### src/rtl/pe_pkg.sv
// Shared PE definitions: scratchpad geometry, ifmap element width and sequencer states.
package pe_pkg;

   localparam int DATA_W      = 8;
   localparam int SPAD_DEPTH  = 16;
   localparam int SPAD_ADDR_W = 4;
   localparam int ROW_W       = SPAD_ADDR_W + 1;

   localparam logic [ROW_W-1:0] ROW_MAX = ROW_W'(SPAD_DEPTH);

   typedef enum logic [1:0] {
      ST_IDLE,
      ST_FILL,
      ST_READ,
      ST_DONE
   } state_t;

   // A run is only accepted when every window fits inside the row and the step is non-zero.
   function automatic logic params_legal(input logic [ROW_W-1:0]       rl,
                                         input logic [SPAD_ADDR_W-1:0] fw,
                                         input logic [1:0]             st);
      return (rl != '0) && (rl <= ROW_MAX) && (fw != '0) &&
             ({1'b0, fw} <= rl) && (st != 2'd0);
   endfunction

endpackage

### src/rtl/ifmap_spad_ctrl_if.sv
// Bundles the NoC ifmap stream, the scratchpad port and the MAC tap stream of the ifmap sequencer.
interface ifmap_spad_ctrl_if;
   import pe_pkg::*;

   logic                   in_valid;
   logic                   in_ready;
   logic [DATA_W-1:0]      in_data;

   logic                   spad_wr;
   logic                   spad_rd;
   logic [SPAD_ADDR_W-1:0] spad_addr;
   logic [DATA_W-1:0]      spad_wdata;
   logic [DATA_W-1:0]      spad_rdata;

   logic                   out_valid;
   logic                   out_ready;
   logic [DATA_W-1:0]      out_data;
   logic                   out_last;

   modport master (
      input  in_valid, in_data, spad_rdata, out_ready,
      output in_ready, spad_wr, spad_rd, spad_addr, spad_wdata,
      output out_valid, out_data, out_last
   );

   modport slave (
      output in_valid, in_data, spad_rdata, out_ready,
      input  in_ready, spad_wr, spad_rd, spad_addr, spad_wdata,
      input  out_valid, out_data, out_last
   );

endinterface

### src/rtl/spad_out_fifo.sv
// Two-entry tap FIFO between the registered scratchpad read port and the MAC.
module spad_out_fifo
   import pe_pkg::*;
#(
   parameter int W = DATA_W + 1
) (
   input  logic         clk,
   input  logic         rst_n,
   input  logic         push,
   input  logic [W-1:0] push_data,
   input  logic         pop,
   output logic [W-1:0] pop_data,
   output logic [1:0]   count
);

   logic [W-1:0] mem [2];
   logic         wr_idx;
   logic         rd_idx;

   // The controller's read credit guarantees no push when full and no pop when empty.
   always_ff @(posedge clk or negedge rst_n) begin
      if (!rst_n) begin
         for (int i = 0; i < 2; i++) begin
            mem[i] <= '0;
         end
         wr_idx <= 1'b0;
         rd_idx <= 1'b0;
         count  <= 2'd0;
      end else begin
         if (push) begin
            mem[wr_idx] <= push_data;
            wr_idx      <= ~wr_idx;
         end
         if (pop) begin
            rd_idx <= ~rd_idx;
         end
         case ({push, pop})
            2'b10:   count <= count + 2'd1;
            2'b01:   count <= count - 2'd1;
            default: count <= count;
         endcase
      end
   end

   assign pop_data = mem[rd_idx];

endmodule

### src/rtl/ifmap_spad_ctrl.sv
// Ifmap scratchpad sequencer: fills the spad from the NoC stream, then replays it to the MAC
// as sliding 1-D windows (all taps of window 0, then window 1, ...).
module ifmap_spad_ctrl
   import pe_pkg::*;
(
   input  logic                   clk,
   input  logic                   rst_n,
   input  logic                   start,
   input  logic [ROW_W-1:0]       row_len,
   input  logic [SPAD_ADDR_W-1:0] filt_w,
   input  logic [1:0]             stride,
   ifmap_spad_ctrl_if.master      bus,
   output logic                   busy,
   output logic                   done,
   output logic                   err
);

   state_t                 state;
   state_t                 state_nx;
   logic [ROW_W-1:0]       row_len_q;
   logic [SPAD_ADDR_W-1:0] filt_w_q;
   logic [1:0]             stride_q;
   logic [SPAD_ADDR_W-1:0] wr_ptr;
   logic [SPAD_ADDR_W-1:0] base;
   logic [SPAD_ADDR_W-1:0] tap;
   logic                   issue_done;
   logic                   rd_q;
   logic                   rd_last_q;
   logic                   err_q;

   logic                   start_ok;
   logic                   fill_acc;
   logic                   last_fill;
   logic                   rd_go;
   logic                   last_tap;
   logic                   win_end;
   logic                   pop;
   logic [1:0]             fifo_count;
   logic [2:0]             occ;
   logic [DATA_W:0]        fifo_q;

   assign start_ok  = params_legal(row_len, filt_w, stride);
   assign fill_acc  = (state == ST_FILL) && bus.in_valid;
   assign last_fill = ({1'b0, wr_ptr} == (row_len_q - 5'd1));
   assign last_tap  = (tap == (filt_w_q - 4'd1));

   // The next window would overrun the row: equivalent to having issued (row_len-filt_w)/stride+1 windows.
   assign win_end = ({2'b00, base} + {4'b0000, stride_q} + {2'b00, filt_w_q}) > {1'b0, row_len_q};

   // Credit counts a pop in this very cycle so a held-high out_ready sustains one tap per cycle.
   assign pop   = bus.out_valid && bus.out_ready;
   assign occ   = {1'b0, fifo_count} - {2'b00, pop} + {2'b00, rd_q};
   assign rd_go = (state == ST_READ) && !issue_done && (occ < 3'd2);

   always_ff @(posedge clk or negedge rst_n) begin
      if (!rst_n) begin
         state <= ST_IDLE;
      end else begin
         state <= state_nx;
      end
   end

   always_comb begin
      state_nx = state;
      case (state)
         ST_IDLE: if (start && start_ok) state_nx = ST_FILL;
         ST_FILL: if (fill_acc && last_fill) state_nx = ST_READ;
         ST_READ: if (issue_done && !rd_q && (fifo_count == 2'd0)) state_nx = ST_DONE;
         ST_DONE: state_nx = ST_IDLE;
         default: state_nx = ST_IDLE;
      endcase
   end

   always_ff @(posedge clk or negedge rst_n) begin
      if (!rst_n) begin
         row_len_q  <= '0;
         filt_w_q   <= '0;
         stride_q   <= '0;
         wr_ptr     <= '0;
         base       <= '0;
         tap        <= '0;
         issue_done <= 1'b0;
         rd_q       <= 1'b0;
         rd_last_q  <= 1'b0;
         err_q      <= 1'b0;
      end else begin
         err_q     <= (state == ST_IDLE) && start && !start_ok;
         rd_q      <= rd_go;
         rd_last_q <= rd_go && last_tap;
         if ((state == ST_IDLE) && start && start_ok) begin
            row_len_q  <= row_len;
            filt_w_q   <= filt_w;
            stride_q   <= stride;
            wr_ptr     <= '0;
            base       <= '0;
            tap        <= '0;
            issue_done <= 1'b0;
         end
         if (fill_acc && !last_fill) begin
            wr_ptr <= wr_ptr + 4'd1;
         end
         if (rd_go) begin
            if (last_tap) begin
               tap <= '0;
               if (win_end) begin
                  issue_done <= 1'b1;
               end else begin
                  base <= base + {2'b00, stride_q};
               end
            end else begin
               tap <= tap + 4'd1;
            end
         end
      end
   end

   spad_out_fifo #(.W(DATA_W + 1)) u_fifo (
      .clk       (clk),
      .rst_n     (rst_n),
      .push      (rd_q),
      .push_data ({rd_last_q, bus.spad_rdata}),
      .pop       (pop),
      .pop_data  (fifo_q),
      .count     (fifo_count)
   );

   assign bus.in_ready   = (state == ST_FILL);
   assign bus.spad_wr    = fill_acc;
   assign bus.spad_rd    = rd_go;
   assign bus.spad_addr  = fill_acc ? wr_ptr : (rd_go ? (base + tap) : '0);
   assign bus.spad_wdata = fill_acc ? bus.in_data : '0;
   assign bus.out_valid  = (fifo_count != 2'd0);
   assign bus.out_data   = bus.out_valid ? fifo_q[DATA_W-1:0] : '0;
   assign bus.out_last   = bus.out_valid && fifo_q[DATA_W];

   assign busy = (state != ST_IDLE);
   assign done = (state == ST_DONE);
   assign err  = err_q;

endmodule
### src/flat_wrapper.sv
// flat-port wrapper written by rule: the top's interface ports become plain ports
module ifmap_spad_ctrl_flat import pe_pkg::*;
  (clk, rst_n, start, row_len, filt_w, stride, busy, done, err, bus_in_valid, bus_in_data, bus_spad_rdata, bus_out_ready, bus_in_ready, bus_spad_wr, bus_spad_rd, bus_spad_addr, bus_spad_wdata, bus_out_valid, bus_out_data, bus_out_last);
  ifmap_spad_ctrl_if bus_i ();
  input  logic clk;
  input  logic rst_n;
  input  logic start;
  input  logic [ROW_W-1:0] row_len;
  input  logic [SPAD_ADDR_W-1:0] filt_w;
  input  logic [1:0] stride;
  output logic busy;
  output logic done;
  output logic err;
  input wire logic [$bits(bus_i.in_valid)-1:0] bus_in_valid;
  input wire logic [$bits(bus_i.in_data)-1:0] bus_in_data;
  input wire logic [$bits(bus_i.spad_rdata)-1:0] bus_spad_rdata;
  input wire logic [$bits(bus_i.out_ready)-1:0] bus_out_ready;
  output wire logic [$bits(bus_i.in_ready)-1:0] bus_in_ready;
  output wire logic [$bits(bus_i.spad_wr)-1:0] bus_spad_wr;
  output wire logic [$bits(bus_i.spad_rd)-1:0] bus_spad_rd;
  output wire logic [$bits(bus_i.spad_addr)-1:0] bus_spad_addr;
  output wire logic [$bits(bus_i.spad_wdata)-1:0] bus_spad_wdata;
  output wire logic [$bits(bus_i.out_valid)-1:0] bus_out_valid;
  output wire logic [$bits(bus_i.out_data)-1:0] bus_out_data;
  output wire logic [$bits(bus_i.out_last)-1:0] bus_out_last;
  assign bus_i.in_valid = bus_in_valid;
  assign bus_i.in_data = bus_in_data;
  assign bus_i.spad_rdata = bus_spad_rdata;
  assign bus_i.out_ready = bus_out_ready;
  assign bus_in_ready = bus_i.in_ready;
  assign bus_spad_wr = bus_i.spad_wr;
  assign bus_spad_rd = bus_i.spad_rd;
  assign bus_spad_addr = bus_i.spad_addr;
  assign bus_spad_wdata = bus_i.spad_wdata;
  assign bus_out_valid = bus_i.out_valid;
  assign bus_out_data = bus_i.out_data;
  assign bus_out_last = bus_i.out_last;
  ifmap_spad_ctrl u_core (.clk(clk), .rst_n(rst_n), .start(start), .row_len(row_len), .filt_w(filt_w), .stride(stride), .bus(bus_i), .busy(busy), .done(done), .err(err));
endmodule
### config.mk
export PLATFORM = sky130hd
export DESIGN_NAME = ifmap_spad_ctrl_flat
export DESIGN_NICKNAME = d
export VERILOG_FILES = /design/src/rtl/pe_pkg.sv /design/src/rtl/ifmap_spad_ctrl_if.sv /design/src/rtl/spad_out_fifo.sv /design/src/rtl/ifmap_spad_ctrl.sv /design/src/flat_wrapper.sv
export SDC_FILE = /design/constraint.sdc
export NUM_CORES = 1
export LEC_CHECK = 0
export ABC_AREA = 1
export CORE_ASPECT_RATIO = 0.6
export CORE_MARGIN = 2
export CORE_UTILIZATION = 35
export CTS_BUF_LIST = sky130_fd_sc_hd__clkbuf_4
export DETAILED_ROUTE_END_ITERATION = 8
export PLACE_DENSITY = 0.57
export SYNTH_ARGS = -nofsm -noshare
export SYNTH_HDL_FRONTEND = slang
export SYNTH_HIERARCHICAL = 1
export SYNTH_SLANG_ARGS = --single-unit
### constraint.sdc
create_clock -name clk -period 2.95 [get_ports clk]
set_input_delay 0.4425 -clock clk [delete_from_list [all_inputs] [get_ports clk]]
set_output_delay 0.4425 -clock clk [all_outputs]
set_load 0.02 [all_outputs]
==> metrics.csv <==
stage,metric,value,unit
placement,placed cell areas,4359,sq um
critical_path,Worst R2R Setup Slack,80,ps
critical_path,Worst EP required,2510,ps
placement,dpl ws,-632.0,ps
route,DR DRC count,0,
clock_tree,maximum buffer depth of the clock tree,2,
clock_tree,CTS tree,yes,
global_routing,grt ovf,0,
synth,ranking of synthesized cells by area,"dfrtp_1, nand2_1, ha_1",
timing,worst-margin pin slew,843.3,ps
critical_path,WS Path Type,reg2out,
clock_tree,cts bufs inserted,5,
run_status,failing checks,setup timing,
route,Routed wire per std cell,12.52,um
timing,Max-slew headroom,43.78,%
synth,number of synthesized register bits,51,
critical_path,CP startpoint,u_core/u_fifo/count[1],
synth,Ys Warns,6,
synth,largest family of logic cells by synthesized area,simple AND/OR/NAND/NOR gates,
synth,most numerous cell in the Yosys netlist,nand2_1,
synth,Simple-Gate Fraction of Synth Area,22.46,%
timing,final setup vio count,4,
critical_path,RR Startpoint,u_core/stride_q[1],
clock_tree,CTS root buffer,clkbuf_4,
synth,compound-gate portion of the synthesized area,11.19,%
timing,fin crit share,103.1,%
power_and_ir_drop,Seq pwr share,27.5,%
final_layout,Area Growth Syn to Fin,30.59,%
power_and_ir_drop,Int Power,2.488,mW
final_layout,FF/Latch Area,1276,sq um
flow_run,max cap viols,0,
timing,Achievable Freq,328.9,MHz
power_and_ir_drop,switch share,46.25,%
global_routing,vias in the first global route,2973,
final_layout,footprint of the multi-input gates,1911,sq um
min_path,worst min-delay path class,in2async,
synth,Post-Synthesis Cells,454,
clock_tree,clk slew on worst S/H paths,160,ps
global_routing,gr usage total,16.79,%
power_and_ir_drop,P_sw,2.141,mW
synth,Post-synth top cells,"nand2_1, inv_1, dfrtp_1, nor2_1, o21ai_0",
floorplanning,row cnt,28,
synth,"Seq/Total Area, Yosys",36.36,%
timing,post-layout minimum cycle time,3040,ps
floorplanning,Die Area,10870,sq um
critical_path,crit path max fanout,3,
route,Iteration-0 DRC Markers,120,
run_status,status,"finished, violations left",
power_and_ir_drop,PD cells,1010,nW/um^2
placement,Detailed Place HPWL,6.678,mm
critical_path,FF-to-FF path depth,16,
floorplanning,DIE HEIGHT,81.57,um
clock_tree,Num Clock Sinks,51,
route,DRT Pass-1 Iters,4,
synth,ys async rst share,100.0,%
synth,Mapped Area,3510,sq um
power_and_ir_drop,Clock Power Share,9.3,%
critical_path,crit path launch type,register,
final_layout,Fillers,973,
power_and_ir_drop,LEAKAGE,2.371,nW
synth,cell taking the most area after synthesis,dfrtp_1,
floorplanning,core footprint,9809,sq um
route,vias per std cell,4.563,
clock_tree,CTS H-tree lvls,2,
route,final wirelength,8.451,mm
final_layout,antenna cells,0,
synth,synth unique cells,29,
global_routing,first-pass GRT wire length,14.38,mm
critical_path,FF-to-FF End,u_core/base[3],
synth,Synth Area per Inst,7.730,sq um
synth,post-synthesis xor/xnor area fraction,4.242,%
critical_path,CP arrival,2600,ps
floorplanning,IO Count,60,
route,via count,3080,
synth,mux contribution to synthesized area,0,%
global_routing,largest net degree at the start of global routing,29,
critical_path,Crit. End Element,primary output,
timing,"Slew Viols, Final",0,
timing,Fin. Hold Viols,0,
floorplanning,Die W,133.3,um
floorplanning,Initial Util,35.78,%
global_routing,initial antenna violation count,0,
final_layout,Final nets,607,
clock_tree,worst-skew pair later-pin latency,400,ps
timing,Setup Skew,9.872,ps
synth,ys flop type,dfrtp_1,
synth,post-synthesis net count,522,
placement,GPL Wtd Cong,0.8349,
power_and_ir_drop,Comb power frac,63.2,%
synth,number of flops mapped to enable cells by yosys,0,
final_layout,layout cell share with drive strength beyond 1,16.11,%
synth,Post-Synth Adder-Cell Area,14.12,%
route,DRT antenna net count,0,
synth,Yosys top cell area share,36.36,%
power_and_ir_drop,Max VDD drop,294.9,uV
placement,I/O Buffers,59,
timing,unrepaired setup endpoints after global routing,yes,
final_layout,final instance area,4583,sq um
timing,worst setup margin,-90.04,ps
-- per-layer routing --
metal	up-vias	share of wire, %	GRT usage [%]
met1	1430	52	23.44
li1	1588	-	-
met4	0	1.3	4.787
met3	10	4.6	2.963
met2	52	42	27.06
met5	-	0	0
-- registers in the layout (all words and copies together), names as in the netlist --
| register | count |
|---|---|
| u_core/row_len_q | 5 |
| u_core/wr_ptr | 4 |
| u_core/u_fifo/wr_idx | 1 |
| u_core/rd_last_q | 1 |
| u_core/err | 1 |
| u_core/u_fifo/mem | 18 |
| u_core/state | 2 |
| u_core/stride_q | 2 |
| u_core/filt_w_q | 4 |
| u_core/tap | 4 |
| u_core/base | 4 |
| u_core/issue_done | 1 |
| u_core/u_fifo/rd_idx | 1 |
| u_core/u_fifo/count | 2 |
| u_core/rd_q | 1 |
-- per-stage QoR --
| step | TNS, ps | total power, mW | cells | hold slack, ps | utilization, % |
|---|---|---|---|---|---|
| floorplan | 0 | 3.080 | 454 | 146.9 | - |
| detailed placement | -2925 | 4.013 | 658 | 468.4 | 44.44 |
| global placement | -2669 | 3.922 | 658 | 465.8 | 44.44 |
| CTS | -466.4 | 4.524 | 673 | 52.65 | 45.89 |
| finish | -301.1 | 4.629 | 675 | 62.00 | 46.72 |
| global route | -1402 | 5.135 | 675 | 61.97 | 46.72 |
-- power by group through the flow --
stage               logic (mW)  registers, mW  clock network, mW
floorplan                 1.87           1.21                  0
global placement          2.65           1.28                  0
detailed placement        2.73           1.29                  0
CTS                       2.80           1.27              0.455
global route              3.32           1.33              0.486
finish                    2.92           1.27              0.431
-- layout by cell type, fill, tap and decap left out, drive strengths merged, types with 5 or more instances in the layout --
master	count
nand2	111
o21ai	47
a21oi	7
clkbuf	5
clkdlybuf4s50	53
ha	30
inv	92
nand3	27
nand4	6
xor2	13
fa	6
nor2	40
o22ai	7
dfrtp	51
buf	34
-- cells by family (layout without fill, tap and decap cells) --
kind of cell	Yosys count	after routing
xor+xnor	17	17
buf+inv	100	186
flops	51	51
compound gates	64	64
fa+ha+maj	36	36
simple gates	186	186
-- cell type report --
cell class,instances,share of cell area (%)
clock buffers,5,0.8190
clock inverters,3,1.010
inverters,91,7.453
multi-input cells,303,41.69
flip-flops and latches,51,27.85
well taps,135,3.686
repair buffers,87,17.50
-- worst max-delay path by stage --
stage / cells past startpoint / end / slack (ps)
floorplan: 13 / bus_spad_addr[1] / 10
global route: 13 / bus_spad_addr[1] / -260
finish: 13 / bus_spad_addr[1] / -90
detailed placement: 14 / bus_spad_addr[2] / -630
CTS: 13 / bus_spad_addr[2] / -120
global placement: 14 / bus_spad_addr[3] / -580
-- what timing repair did --
action / CTS / global route
cloned: 0 / 0
pin swaps: 2 / 8
endpoints found under the hold margin: 0 / 0
setup buffers: 7 / 4
setup endpoints to repair: 5 / 23
resized for setup: 31 / 21
hold buffers: 0 / 0
-- critical path, cell delays in order, from the launching register on --
cell     delay (ps)
dfrtp_1         420
nor2_2          160
nor2_2           50
ha_1            280
inv_1            50
nand2_1          50
fa_1            380
xor2_1          150
nor2_1           80
nand3_1         110
inv_2           110
nand2_4          80
o22ai_4         130
buf_6           140
Power figures use the tool's default switching activity.
